**src/rtl/prog_loader_if.sv**
```systemverilog
// rtl/prog_loader_if.sv - program word stream between a word source and the loader
interface prog_loader_if #(
    parameter int DW = 4
);
    logic            in_valid;
    logic            in_ready;
    logic [2*DW-1:0] in_data;
    logic            in_last;

    modport master (output in_valid, output in_data, output in_last, input in_ready);
    modport slave  (input in_valid, input in_data, input in_last, output in_ready);
endinterface

```
**src/rtl/prog_loader.sv**
```systemverilog
// rtl/prog_loader.sv - program-load initiator for the 4-bit stored-program core (optional PROG_LOADER_PAD_EN)
module prog_loader #(
    parameter int          DW     = 4,
    parameter int          DEPTH  = 16,
    parameter int          AW     = $clog2(DEPTH),
    parameter int unsigned PAD_OP = 0
) (
    input  logic          clk,
    input  logic          reset_n,
    input  logic          start,
    prog_loader_if.slave  s,
    input  logic [DW-1:0] run_portin,
    output logic          PC_reset,
    output logic          mem_write,
    output logic [DW-1:0] instr,
    output logic [DW-1:0] portin,
    output logic          busy,
    output logic          done,
    output logic          overflow,
    output logic [AW:0]   word_count
);
    typedef enum logic [2:0] {IDLE, PCRST, LOAD, PAD, FINISH, RUN} state_t;

    localparam logic [AW:0] DEPTH_W = (AW+1)'(DEPTH);

    if (PAD_OP >= (1 << DW)) begin : g_pad_op_too_wide
        $error("PAD_OP does not fit in DW bits");
    end

    state_t          state, state_d;
    logic            in_ready_q, in_ready_d;
    logic            pc_reset_d, mem_write_d, busy_d, done_d, overflow_d;
    logic [DW-1:0]   instr_d, portin_d;
    logic [AW:0]     word_count_d, wc_inc;
    logic            hs;

    assign s.in_ready = in_ready_q;
    assign hs         = s.in_valid && in_ready_q;
    assign wc_inc     = word_count + (AW+1)'(1);

`ifdef PROG_LOADER_PAD_EN
    logic [AW:0] pad_addr;

    // next unused program address that still needs the pad word
    always_ff @(posedge clk or negedge reset_n) begin
        if (!reset_n)
            pad_addr <= '0;
        else if (state == LOAD && hs && s.in_last)
            pad_addr <= wc_inc;
        else if (state == PAD)
            pad_addr <= pad_addr + (AW+1)'(1);
    end
`endif

    // state register
    always_ff @(posedge clk or negedge reset_n) begin
        if (!reset_n)
            state <= IDLE;
        else
            state <= state_d;
    end

    // next-state: start only honoured while idle or running
    always_comb begin
        state_d = state;
        case (state)
            IDLE, RUN: if (start) state_d = PCRST;
            PCRST:     state_d = LOAD;
            LOAD: begin
                if (hs && s.in_last) begin
                    state_d = FINISH;
`ifdef PROG_LOADER_PAD_EN
                    if (!overflow && wc_inc < DEPTH_W)
                        state_d = PAD;
`endif
                end
            end
`ifdef PROG_LOADER_PAD_EN
            PAD:       if (pad_addr == DEPTH_W - (AW+1)'(1)) state_d = FINISH;
`endif
            FINISH:    state_d = RUN;
            default:   state_d = IDLE;
        endcase
    end

    // next output values; data outputs hold unless a write or pass-through updates them
    always_comb begin
        pc_reset_d   = 1'b0;
        mem_write_d  = 1'b0;
        in_ready_d   = 1'b0;
        done_d       = 1'b0;
        instr_d      = instr;
        portin_d     = portin;
        word_count_d = word_count;
        overflow_d   = overflow;
        busy_d       = (state_d != IDLE && state_d != RUN) || (state == FINISH);
        case (state)
            IDLE, RUN: begin
                portin_d = run_portin;
                done_d   = (state == RUN) && PC_reset;
                if (start) begin
                    pc_reset_d   = 1'b1;
                    word_count_d = '0;
                    overflow_d   = 1'b0;
                end
            end
            PCRST: in_ready_d = 1'b1;
            LOAD: begin
                in_ready_d = 1'b1;
                if (hs) begin
                    if (!overflow) begin
                        mem_write_d  = 1'b1;
                        instr_d      = s.in_data[2*DW-1:DW];
                        portin_d     = s.in_data[DW-1:0];
                        word_count_d = wc_inc;
                        if (!s.in_last && wc_inc == DEPTH_W) begin
                            overflow_d = 1'b1;
                            in_ready_d = 1'b0;
                        end
                    end
                    if (s.in_last)
                        in_ready_d = 1'b0;
                end
            end
`ifdef PROG_LOADER_PAD_EN
            PAD: begin
                mem_write_d = 1'b1;
                instr_d     = DW'(PAD_OP);
                portin_d    = '0;
            end
`endif
            FINISH: pc_reset_d = 1'b1;
            default: ;
        endcase
    end

    // output registers
    always_ff @(posedge clk or negedge reset_n) begin
        if (!reset_n) begin
            PC_reset   <= 1'b0;
            mem_write  <= 1'b0;
            instr      <= '0;
            portin     <= '0;
            in_ready_q <= 1'b0;
            busy       <= 1'b0;
            done       <= 1'b0;
            overflow   <= 1'b0;
            word_count <= '0;
        end else begin
            PC_reset   <= pc_reset_d;
            mem_write  <= mem_write_d;
            instr      <= instr_d;
            portin     <= portin_d;
            in_ready_q <= in_ready_d;
            busy       <= busy_d;
            done       <= done_d;
            overflow   <= overflow_d;
            word_count <= word_count_d;
        end
    end
endmodule

```
**src/flat_wrapper.sv**
```systemverilog
// flat-port wrapper written by rule: the top's interface ports become plain ports
module prog_loader_flat 
#(
    parameter int          DW     = 4,
    parameter int          DEPTH  = 16,
    parameter int          AW     = $clog2(DEPTH),
    parameter int unsigned PAD_OP = 0
)
  (clk, reset_n, start, run_portin, PC_reset, mem_write, instr, portin, busy, done, overflow, word_count, s_in_valid, s_in_data, s_in_last, s_in_ready);
  prog_loader_if #(.DW(DW)) s_i ();
  input  logic clk;
  input  logic reset_n;
  input  logic start;
  input  logic [DW-1:0] run_portin;
  output logic PC_reset;
  output logic mem_write;
  output logic [DW-1:0] instr;
  output logic [DW-1:0] portin;
  output logic busy;
  output logic done;
  output logic overflow;
  output logic [AW:0] word_count;
  input wire logic [$bits(s_i.in_valid)-1:0] s_in_valid;
  input wire logic [$bits(s_i.in_data)-1:0] s_in_data;
  input wire logic [$bits(s_i.in_last)-1:0] s_in_last;
  output wire logic [$bits(s_i.in_ready)-1:0] s_in_ready;
  assign s_i.in_valid = s_in_valid;
  assign s_i.in_data = s_in_data;
  assign s_i.in_last = s_in_last;
  assign s_in_ready = s_i.in_ready;
  prog_loader #(.DW(DW), .DEPTH(DEPTH), .AW(AW), .PAD_OP(PAD_OP)) u_core (.clk(clk), .reset_n(reset_n), .start(start), .s(s_i), .run_portin(run_portin), .PC_reset(PC_reset), .mem_write(mem_write), .instr(instr), .portin(portin), .busy(busy), .done(done), .overflow(overflow), .word_count(word_count));
endmodule
```
**config.mk**
```make
export PLATFORM = sky130hd
export DESIGN_NAME = prog_loader_flat
export DESIGN_NICKNAME = d
export VERILOG_FILES = /design/src/rtl/prog_loader_if.sv /design/src/rtl/prog_loader.sv /design/src/flat_wrapper.sv
export SDC_FILE = /design/constraint.sdc
export NUM_CORES = 1
export LEC_CHECK = 0
export BUFFER_PORTS_ARGS = -buffer_cell sky130_fd_sc_hd__clkbuf_2
export CORE_UTILIZATION = 40
export DETAILED_ROUTE_END_ITERATION = 10
export MAX_ROUTING_LAYER = met4
export PLACE_DENSITY = 0.66
export SLEW_MARGIN = 20
export SYNTH_ARGS = -nofsm -noshare
export SYNTH_HDL_FRONTEND = slang
export SYNTH_SLANG_ARGS = --single-unit
```
**constraint.sdc**
```tcl
create_clock -name clk -period 2.03 [get_ports clk]
set_clock_uncertainty 0.2 [all_clocks]
set_input_delay 0.406 -clock clk [delete_from_list [all_inputs] [get_ports clk]]
set_output_delay 0.406 -clock clk [all_outputs]
set_load 0.05 [all_outputs]
```
## Yosys cells after proc, flatten, opt, wreduce, memory -nomap -nowiden

Index checks and enable logic that the tools add are counted.

- Word-level logic and storage cells: 62
- Input bits: 17
- Output and inout port bits: 19
- Register bits: 22

- Multiplexer cells: 26
- Equality and inequality tests: 9
- Reduce and logical (&&, ||, !) cells: 15
- Add/sub/neg operators: 1
- Bitwise operators: 1

Operators by type and width:

| operator | number |
|---|---|
| 5-bit two-way mux | 3 |
| 1-bit two-way mux | 13 |
| 3-bit one-hot mux with 4 select lines | 1 |
| 5-bit one-hot mux with 2 select lines | 1 |
| 3-bit AND reduction | 3 |
| 4-bit two-way mux | 2 |
| 4-bit one-hot mux with 2 select lines | 1 |
| 3-bit == test (second input constant) | 2 |
| 3-bit two-way mux | 2 |
| 1-bit one-hot mux with 2 select lines | 3 |
| 5-bit by 1-bit adder with 5-bit output (second input constant) | 1 |
| 5-bit == test (second input constant) | 1 |
| 1-bit logical AND | 5 |
| 2-bit inequality test (second input constant) | 2 |
| 4-bit AND reduction | 1 |
| 3-bit by 1-bit == test with 1-bit output (second input constant) | 1 |
| 3-bit by 2-bit == test with 1-bit output (second input constant) | 1 |
| 3-bit zero test | 1 |
| 3-bit inequality test (second input constant) | 1 |
| 3-bit nonzero test | 1 |
| 2-bit by 1-bit inequality test with 1-bit output (second input constant) | 1 |
| 2-bit nonzero test | 1 |
| 2-bit OR reduction | 1 |
| 1-bit zero test | 1 |
| 2 further kinds | 2 |

## Logic depth before layout (Yosys ltp)

Gate-level depths: netlist (run 1).

- Depth after elaboration: 8
- Depth in mapped cells: 7
- Gate-level depth less buffers: 5

## Worst setup path after synthesis (run 1)

OpenSTA, ideal clock, no wires.

- Path type: register to register
- Start point: register u_core.in_ready_q, in the netlist u_core.s.in_ready
- End point: register u_core.word_count[2]
- Data required time: 1.706 ns
- Cell stages (with the launch flop): 6
- Period minus slack after synthesis: 2.005 ns
- Setup time: 0.124 ns
- Path buffers: 1
- Setup slack: 0.025 ns
- Arrival: 1.681 ns
- Path through: dfrtp_1 -> nand3b_1 -> or3_1 -> buf_6 -> and2_4 -> a211o_1

- Cells in the longest elaborated chain, start to end: 3

Ends and longest elaborated chain:

| item | RTL line | text |
|---|---|---|
| from (decl) | prog_loader.sv:31 | `logic in_ready_q, in_ready_d;` |
| from (signal assigned) | prog_loader.sv:154 | `in_ready_q <= in_ready_d;` |
| 1-bit logical AND | prog_loader.sv:38 | `assign hs = s.in_valid && in_ready_q;` |
| 2-bit by 1-bit inequality test with 1-bit output (no line) | -- |  |
| 4-bit AND reduction (no line) | -- |  |
| to (signal assigned) | prog_loader.sv:158 | `word_count <= word_count_d;` |
| to (decl) | prog_loader.sv:20 | `output logic [AW:0] word_count` |

Every way passes these cells.
A chain may end at the register's enable or synchronous reset.

## Worst setup path after layout (run 1)

- Start point: register u_core.state[2]
- End point: register u_core.word_count[2]

- Cells in the longest elaborated chain, start to end: 4
- Elaborated cells on any way between the ends: 10
- Classes of those cells: 5 x eq/ne; 1 x mux; 4 x reduce/logical

Ends and longest elaborated chain:

| item | RTL line | text |
|---|---|---|
| from (decl) | prog_loader.sv:30 | `state_t state, state_d;` |
| from (signal assigned) | prog_loader.sv:60 | `state <= state_d;` |
| 3-bit == test / 3-bit zero test (equally long branches) | prog_loader.sv:97 | `case (state)` |
| 2-bit OR reduction | prog_loader.sv:97 |  |
| 2-bit inequality test (no line) / 2-bit nonzero test (equally long branches) | -- |  |
| 4-bit AND reduction (no line) | -- |  |

Parallel ways exist; a longest one is shown, timed or not.

==> metrics.md, run 1 <==
| Metric | Value |
|---|---|
| Status | `finished, final reports clean` |
| Register bit count reported by yosys | `22` |
| Setup_tns | `0 ns` |
| Reg2reg path depth | `4` |
| Num ports | `36` |
| Die height | `54.41 um` |
| RR Startpoint | `u_core.state[2]` |
| Min-delay src | `s_in_data[4]` |
| Hold EP | `u_core.instr[0]` |
| Max_cap viols | `0` |
| Clock insertion delay at the later pin of the skew report | `0.30 ns` |
| R2R Path End | `u_core.word_count[2]` |
| Post-synthesis sequential area ratio | `0.5011` |
| TritonCTS clock tree | `done` |
| Total Routing Usage GR | `0.1680` |
| WL/cell | `12.37 um` |
| H-tree Lvls | `1` |
| Final period util | `0.9020` |
| Clk sinks | `22` |
| Max Root-Sink Buffers | `2` |
| Initial Utilization | `0.4317` |
| Fin. max-slew vios | `0` |
| Hold Path Cell Cnt | `3` |
| Cells after DPL | `167` |
| P_sw | `1027 uW` |
| # DRC | `0` |
| Critical path class | `flop to flop` |
| Cells after Synth | `102` |
| Reg2reg setup slack | `0.20 ns` |
| Vias | `891` |
| Fin crit period | `1.831 ns` |
| Postcts setup bufs | `0` |
| Share of cells above drive strength 1 | `0.3944` |
| LEAKAGE | `0.0006957 uW` |
| RSZ-0062 raised after global routing | `false` |
| # port buffers | `35` |
| Critical Path RT | `2.03 ns` |
| Final GP Congestion | `0.8611` |
| Min-Delay Path Class | `input port to flop` |
| CTS root buffer | `clkbuf_4` |
| Syn_nets | `121` |
| Post-Route Utilization | `0.5364` |
| Yosys cell types | `31` |
| Routed WL | `2127 um` |
| Routed vias/inst | `5.180` |
| Fmax | `546.1 MHz` |
| DRT antenna net count | `0` |
| Most used DFF post-synth | `dfrtp_1` |
| Final Net Count | `162` |
| Peak supply drop | `983.3 uV` |
| Syn Area/Cell | `10.77 um^2` |
| Largest net degree at the start of global routing | `23` |
| Rows | `18` |
| PD cells | `1624 nW/um^2` |
| CP Capture Type | `flop` |
| Crit path launch type | `flop` |
| DRT Pass-1 Iters | `4` |
| Logic pwr share | `0.531` |
| Hold Vio Cnt, Final | `0` |
| Initial antenna violation count | `0` |
| Detailed Place HPWL | `1597 um` |
| Count of flip-flops with a built-in enable after synthesis | `0` |
| Critical path arrival | `1.83 ns` |
| Global-route wire length before repair | `3387 um` |
| Non-filler instance count after layout | `172` |
| Sw Ratio | `0.4632` |
| Slew margin rel. | `0.6403` |
| Num CTS Buffers | `3` |
| Internal | `1190 uW` |
| Antenna diodes | `0` |
| Async SR Flop Fraction | `1.000` |
| Area Growth Syn to Fin | `24.26%` |
| Die width | `54.41 um` |
| Total Die Area | `2960 um^2` |
| Clock transition at path regs | `0.12 ns` |
| GRT overflow | `0` |
| Core box area | `2545 um^2` |
| Worst-margin pin slew | `0.5395 ns` |
| Setup violators final | `0` |
| Vias in the first global route | `816` |
| 1st-iter DRT viols | `24` |
| Crit-path max FO | `5` |
| Seq pwr share | `0.320` |
| Syn. warnings | `0` |
| Clk network pwr share | `0.148` |
| Syn Std Cell Area | `1099 um^2` |
## cells by family after synthesis
| logic type | after synthesis | synth area share |
|---|---|---|
| fa+ha+maj | 2 | 0.02278 |
| buf+inv | 7 | 0.04555 |
| flops | 22 | 0.5011 |
| xor+xnor | 4 | 0.03189 |
| simple gates | 37 | 0.1754 |
| mux | 9 | 0.09226 |
| compound gates | 21 | 0.1310 |
## repair_timing
item	CTS	global route
setup endpoints to repair	0	0
hold buffers	1	0
resized for setup	0	0
endpoints found under the hold margin	22	0
## per-stage QoR
step,cell area [um^2],hold slack (ns),total power (uW),setup slack [ns]
5_1_grt,1365,0.07118,2367,0.1030
2_1_floorplan,1099,-0.08959,1650,0.02509
6_report,1365,0.08703,2217,0.1989
4_1_cts,1365,0.07512,2234,0.1983
3_3_place_gp,1303,0.2161,1879,0.2440
3_5_place_dp,1303,0.2165,1894,0.2142
## worst max-delay path by stage
| stage | slack [ns] | endpoint | startpoint | cells past startpoint |
|---|---|---|---|---|
| floorplan | 0.03 | u_core.word_count[2] | u_core.s.in_ready | 5 |
| global placement | 0.24 | u_core.word_count[2] | s_in_valid | 5 |
| detailed placement | 0.21 | u_core.word_count[2] | s_in_valid | 5 |
| CTS | 0.20 | u_core.portin[2] | u_core.state[1] | 4 |
| global route | 0.10 | u_core.portin[2] | u_core.state[1] | 4 |
| finish | 0.20 | u_core.word_count[2] | u_core.state[2] | 4 |
## worst max-delay path, cell delays in order, from the launching register on
cell,delay (ns)
dfrtp_1,0.44
nand3b_1,0.21
or3_1,0.41
and2_4,0.19
a211o_1,0.28
## routing by layer
layer	vias up	GRT usage	wire length, um
li1	444	-	-
met1	410	0.2052	938
met2	35	0.2602	1039
met3	2	0.05833	131
met4	0	0.05128	19
met5	-	-	0
## Yosys cell counts (all sizes together), types with 2 or more instances
cell type,n,share of area
dfrtp,22,0.50
nand2,15,0.051
mux2,9,0.092
a21oi,6,0.027
nor2,6,0.020
buf,4,0.035
nand3,4,0.018
xnor2,4,0.032
a22o,3,0.026
nand3b,3,0.020
o21ai,3,0.014
a211oi,2,0.014
a31oi,2,0.011
ha,2,0.023
inv,2,0.0068
nor3b,2,0.014
## power by group through the flow
| stage | registers (uW) | logic [uW] | clock network (uW) |
|---|---|---|---|
| 3_3_place_gp | 715 | 1160 | 0 |
| 4_1_cts | 711 | 1180 | 342 |
| 5_1_grt | 732 | 1270 | 363 |
| 2_1_floorplan | 1120 | 527 | 0 |
| 3_5_place_dp | 718 | 1180 | 0 |
| 6_report | 710 | 1180 | 329 |
## area by class of cell
class | instances | area (um^2)
clock buffers | 3 | 22.52
clock inverters | 1 | 30.03
fillers | 229 | 1180
inverters | 3 | 11.26
multi-input cells | 73 | 498.0
flip-flops and latches | 22 | 550.5
well taps | 30 | 37.54
repair buffers | 40 | 215.2
## flip-flops by register name, summed over array words and instances, names as in the netlist
register and flops:
u_core.portin 4, u_core.PC_reset 1, u_core.done 1, u_core.overflow 1, u_core.instr 4, u_core.s.in_ready 1, u_core.mem_write 1, u_core.state 3
u_core.word_count 5, u_core.busy 1
## layout by cell type (no fill, tap or decap), types with 2 or more instances in the layout
master and n:
clkbuf_2 35, dfrtp_1 22, nand2_1 15, mux2_2 9
a21oi_1 6, nor2_1 6, nand3_1 4, xnor2_1 4
buf_4 4, nand3b_1 3, o21ai_0 3, clkbuf_4 3
inv_1 2, a31oi_1 2, a211oi_1 2, a22o_2 2
nor3b_1 2, ha_1 2
Power figures use the tool's default switching activity.
==> run 2, diff against run 1 <==
BUFFER_PORTS_ARGS = -buffer_cell sky130_fd_sc_hd__buf_2   (was -buffer_cell sky130_fd_sc_hd__clkbuf_2)
HOLD_SLACK_MARGIN = 0.12   (was unset)
==> metrics.md, run 2 (same netlist as run 1, synthesis figures left out) <==
| Metric | Value |
|---|---|
| Share of cells above drive strength 1 | `0.3878 (-0.006611)` |
| Detailed Place HPWL | `1546 um (-3.2%)` |
| Min-delay src | `start` |
| Crit path launch type | `flop` |
| Area Growth Syn to Fin | `28.59%` |
| LEAKAGE | `0.0007215 uW (+3.7%)` |
| Vias | `912 (+2.4%)` |
| CP Capture Type | `flop` |
| H-tree Lvls | `1 (unchanged)` |
| Total Routing Usage GR | `0.1747 (+0.006728)` |
| Routed vias/inst | `5.153 (-0.53%)` |
| Status | `finished, final reports clean` |
| Total Die Area | `2960 um^2 (unchanged)` |
| Peak supply drop | `1101 uV (+12%)` |
| Global-route wire length before repair | `3484 um (+2.9%)` |
| Rows | `18 (unchanged)` |
| Postcts setup bufs | `0 (unchanged)` |
| DRT antenna net count | `0 (unchanged)` |
| Worst-margin pin slew | `0.4714 ns (-0.06812 ns)` |
| CP max stage delay | `0.43 ns (about the same)` |
| Largest net degree at the start of global routing | `23 (unchanged)` |
| Number of flip-flops under the largest register name | `5 (unchanged)` |
| Post-Route Utilization | `0.5551 (+0.01868)` |
| Die height | `54.41 um (unchanged)` |
| RSZ-0062 raised after global routing | `false` |
| # port buffers | `35 (unchanged)` |
| Initial Utilization | `0.4317 (unchanged)` |
| Antenna diodes | `0 (unchanged)` |
| Core box area | `2545 um^2 (unchanged)` |
| Fin. max-slew vios | `0 (unchanged)` |
| Met1 GRT Util | `0.2265 (+0.02126)` |
| Fmax | `544.3 MHz (-0.34%)` |
| Final Net Count | `167 (+3.1%)` |
| Most used routing layer | `met2` |
| Crit-path max FO | `5 (unchanged)` |
| Hold Vio Cnt, Final | `0 (unchanged)` |
| Worst path slowest cell | `dfrtp_1` |
| Critical path class | `flop to flop` |
| Min-Delay Path Class | `input port to flop` |
| Vias in the first global route | `804 (-1.5%)` |
| Die width | `54.41 um (unchanged)` |
| CP startpoint | `u_core.state[2]` |
| Initial antenna violation count | `0 (unchanged)` |
| Most frequent cells in the layout | `buf_2 (35), dfrtp_1 (22), nand2_1 (15)` |
| Max Root-Sink Buffers | `2 (unchanged)` |
| DRT Pass-1 Iters | `4 (unchanged)` |
| Setup violators final | `0 (unchanged)` |
| RR Startpoint | `u_core.state[2]` |
| Crit-path cells | `nand3b_1 -> or3_1 -> and2_4 -> a211o_1` |
| Max_cap viols | `0 (unchanged)` |
| Final period util | `0.9051 (+0.003070)` |
| PD cells | `1585 nW/um^2 (-2.4%)` |
| 1st-iter DRT viols | `9 (-63%)` |
| Slew margin rel. | `0.6858 (+0.04542)` |
| Clock insertion delay at the later pin of the skew report | `0.31 ns (about the same)` |
| TritonCTS clock tree | `done` |
| Num ports | `36 (unchanged)` |
| Most common cell after layout, fill and taps aside | `buf_2` |
| Critical Path RT | `2.04 ns (about the same)` |
| Clk sinks | `22 (unchanged)` |
| Setup_tns | `0 ns (unchanged)` |
| Most flop-heavy register | `u_core.word_count` |
| WL/cell | `12.16 um (-1.7%)` |
| Top Registers | `u_core.word_count (5), u_core.instr (4), u_core.portin (4)` |
| Num CTS Buffers | `3 (unchanged)` |
| GR Layer Usage met3 | `0.05833 (unchanged)` |
| # DRC | `0 (unchanged)` |
| Routed WL | `2152 um (+1.2%)` |
| Post-CTS sizing | `0 (unchanged)` |
| Clock transition at path regs | `0.13 ns (about the same)` |
| M2 GR Usage | `0.2581 (-0.002033)` |
| GRT overflow | `0 (unchanged)` |
| Fin crit period | `1.837 ns (+0.006232 ns)` |
| Critical path arrival | `1.84 ns (about the same)` |
| Final GP Congestion | `0.8220 (-4.5%)` |
| CTS root buffer | `clkbuf_4` |
-- run 2: layout make-up --
| cell class | count | area [um^2] |
|---|---|---|
| clock buffers | 3 | 22.52 |
| multi-input cells | 73 | 498.0 |
| inverters | 3 | 11.26 |
| clock inverters | 1 | 30.03 |
| well taps | 30 | 37.54 |
| repair buffers | 45 | 262.8 |
| flip-flops and latches | 22 | 550.5 |
| fillers | 240 | 1132 |
-- run 2: path summary, 6_finish.rpt --
path	endpoint	slack [ns]	cells past startpoint
min in group asynchronous	u_core.overflow	0.36	2
max reg2reg	u_core.word_count[2]	0.19	4
min	u_core.state[2]	0.16	2
min reg2reg	u_core.instr[2]	0.28	2
max in group asynchronous	u_core.word_count[3]	0.94	2
max	u_core.word_count[2]	0.19	4
-- run 2: metrics by stage --
stage               cell area (um^2)  power (uW)  instances  hold WS (ns)  worst slack [ns]
floorplan                       1099        1650        102      -0.08959           0.02509
global placement                1310        1890        168        0.1952            0.2451
detailed placement              1310        1906        168        0.1988            0.2055
CTS                             1413        2257        177        0.1311            0.1848
global route                    1413        2391        177        0.1308            0.1195
finish                          1413        2239        177        0.1560            0.1927
-- run 2: repair_timing --
| action | 4_1_cts | 5_1_grt |
|---|---|---|
| setup endpoints to repair | 0 | 0 |
| hold buffers | 5 | 0 |
| hold endpoints to repair | 26 | 0 |
-- run 2: routing by layer --
metal / part of all wire / vias to the layer above
met5: 0 / -
met1: 0.48 / 427
met2: 0.46 / 29
met4: 0.0070 / 0
li1: - / 454
met3: 0.049 / 2
-- run 2: where the power goes --
part           switching (uW)  total, uW  leakage, uW  internal, uW
registers                 111        702     0.000283           591
logic                     780       1200     0.000410           420
clock network             137        336    0.0000279           200
-- run 2: worst max-delay path: cells and delay by family, from the launching register on --
kind	cells	cell delay (ns)
AOI/OAI and AO/OA	1	0.28
DFF	1	0.43
and+or+nand+nor	3	0.81
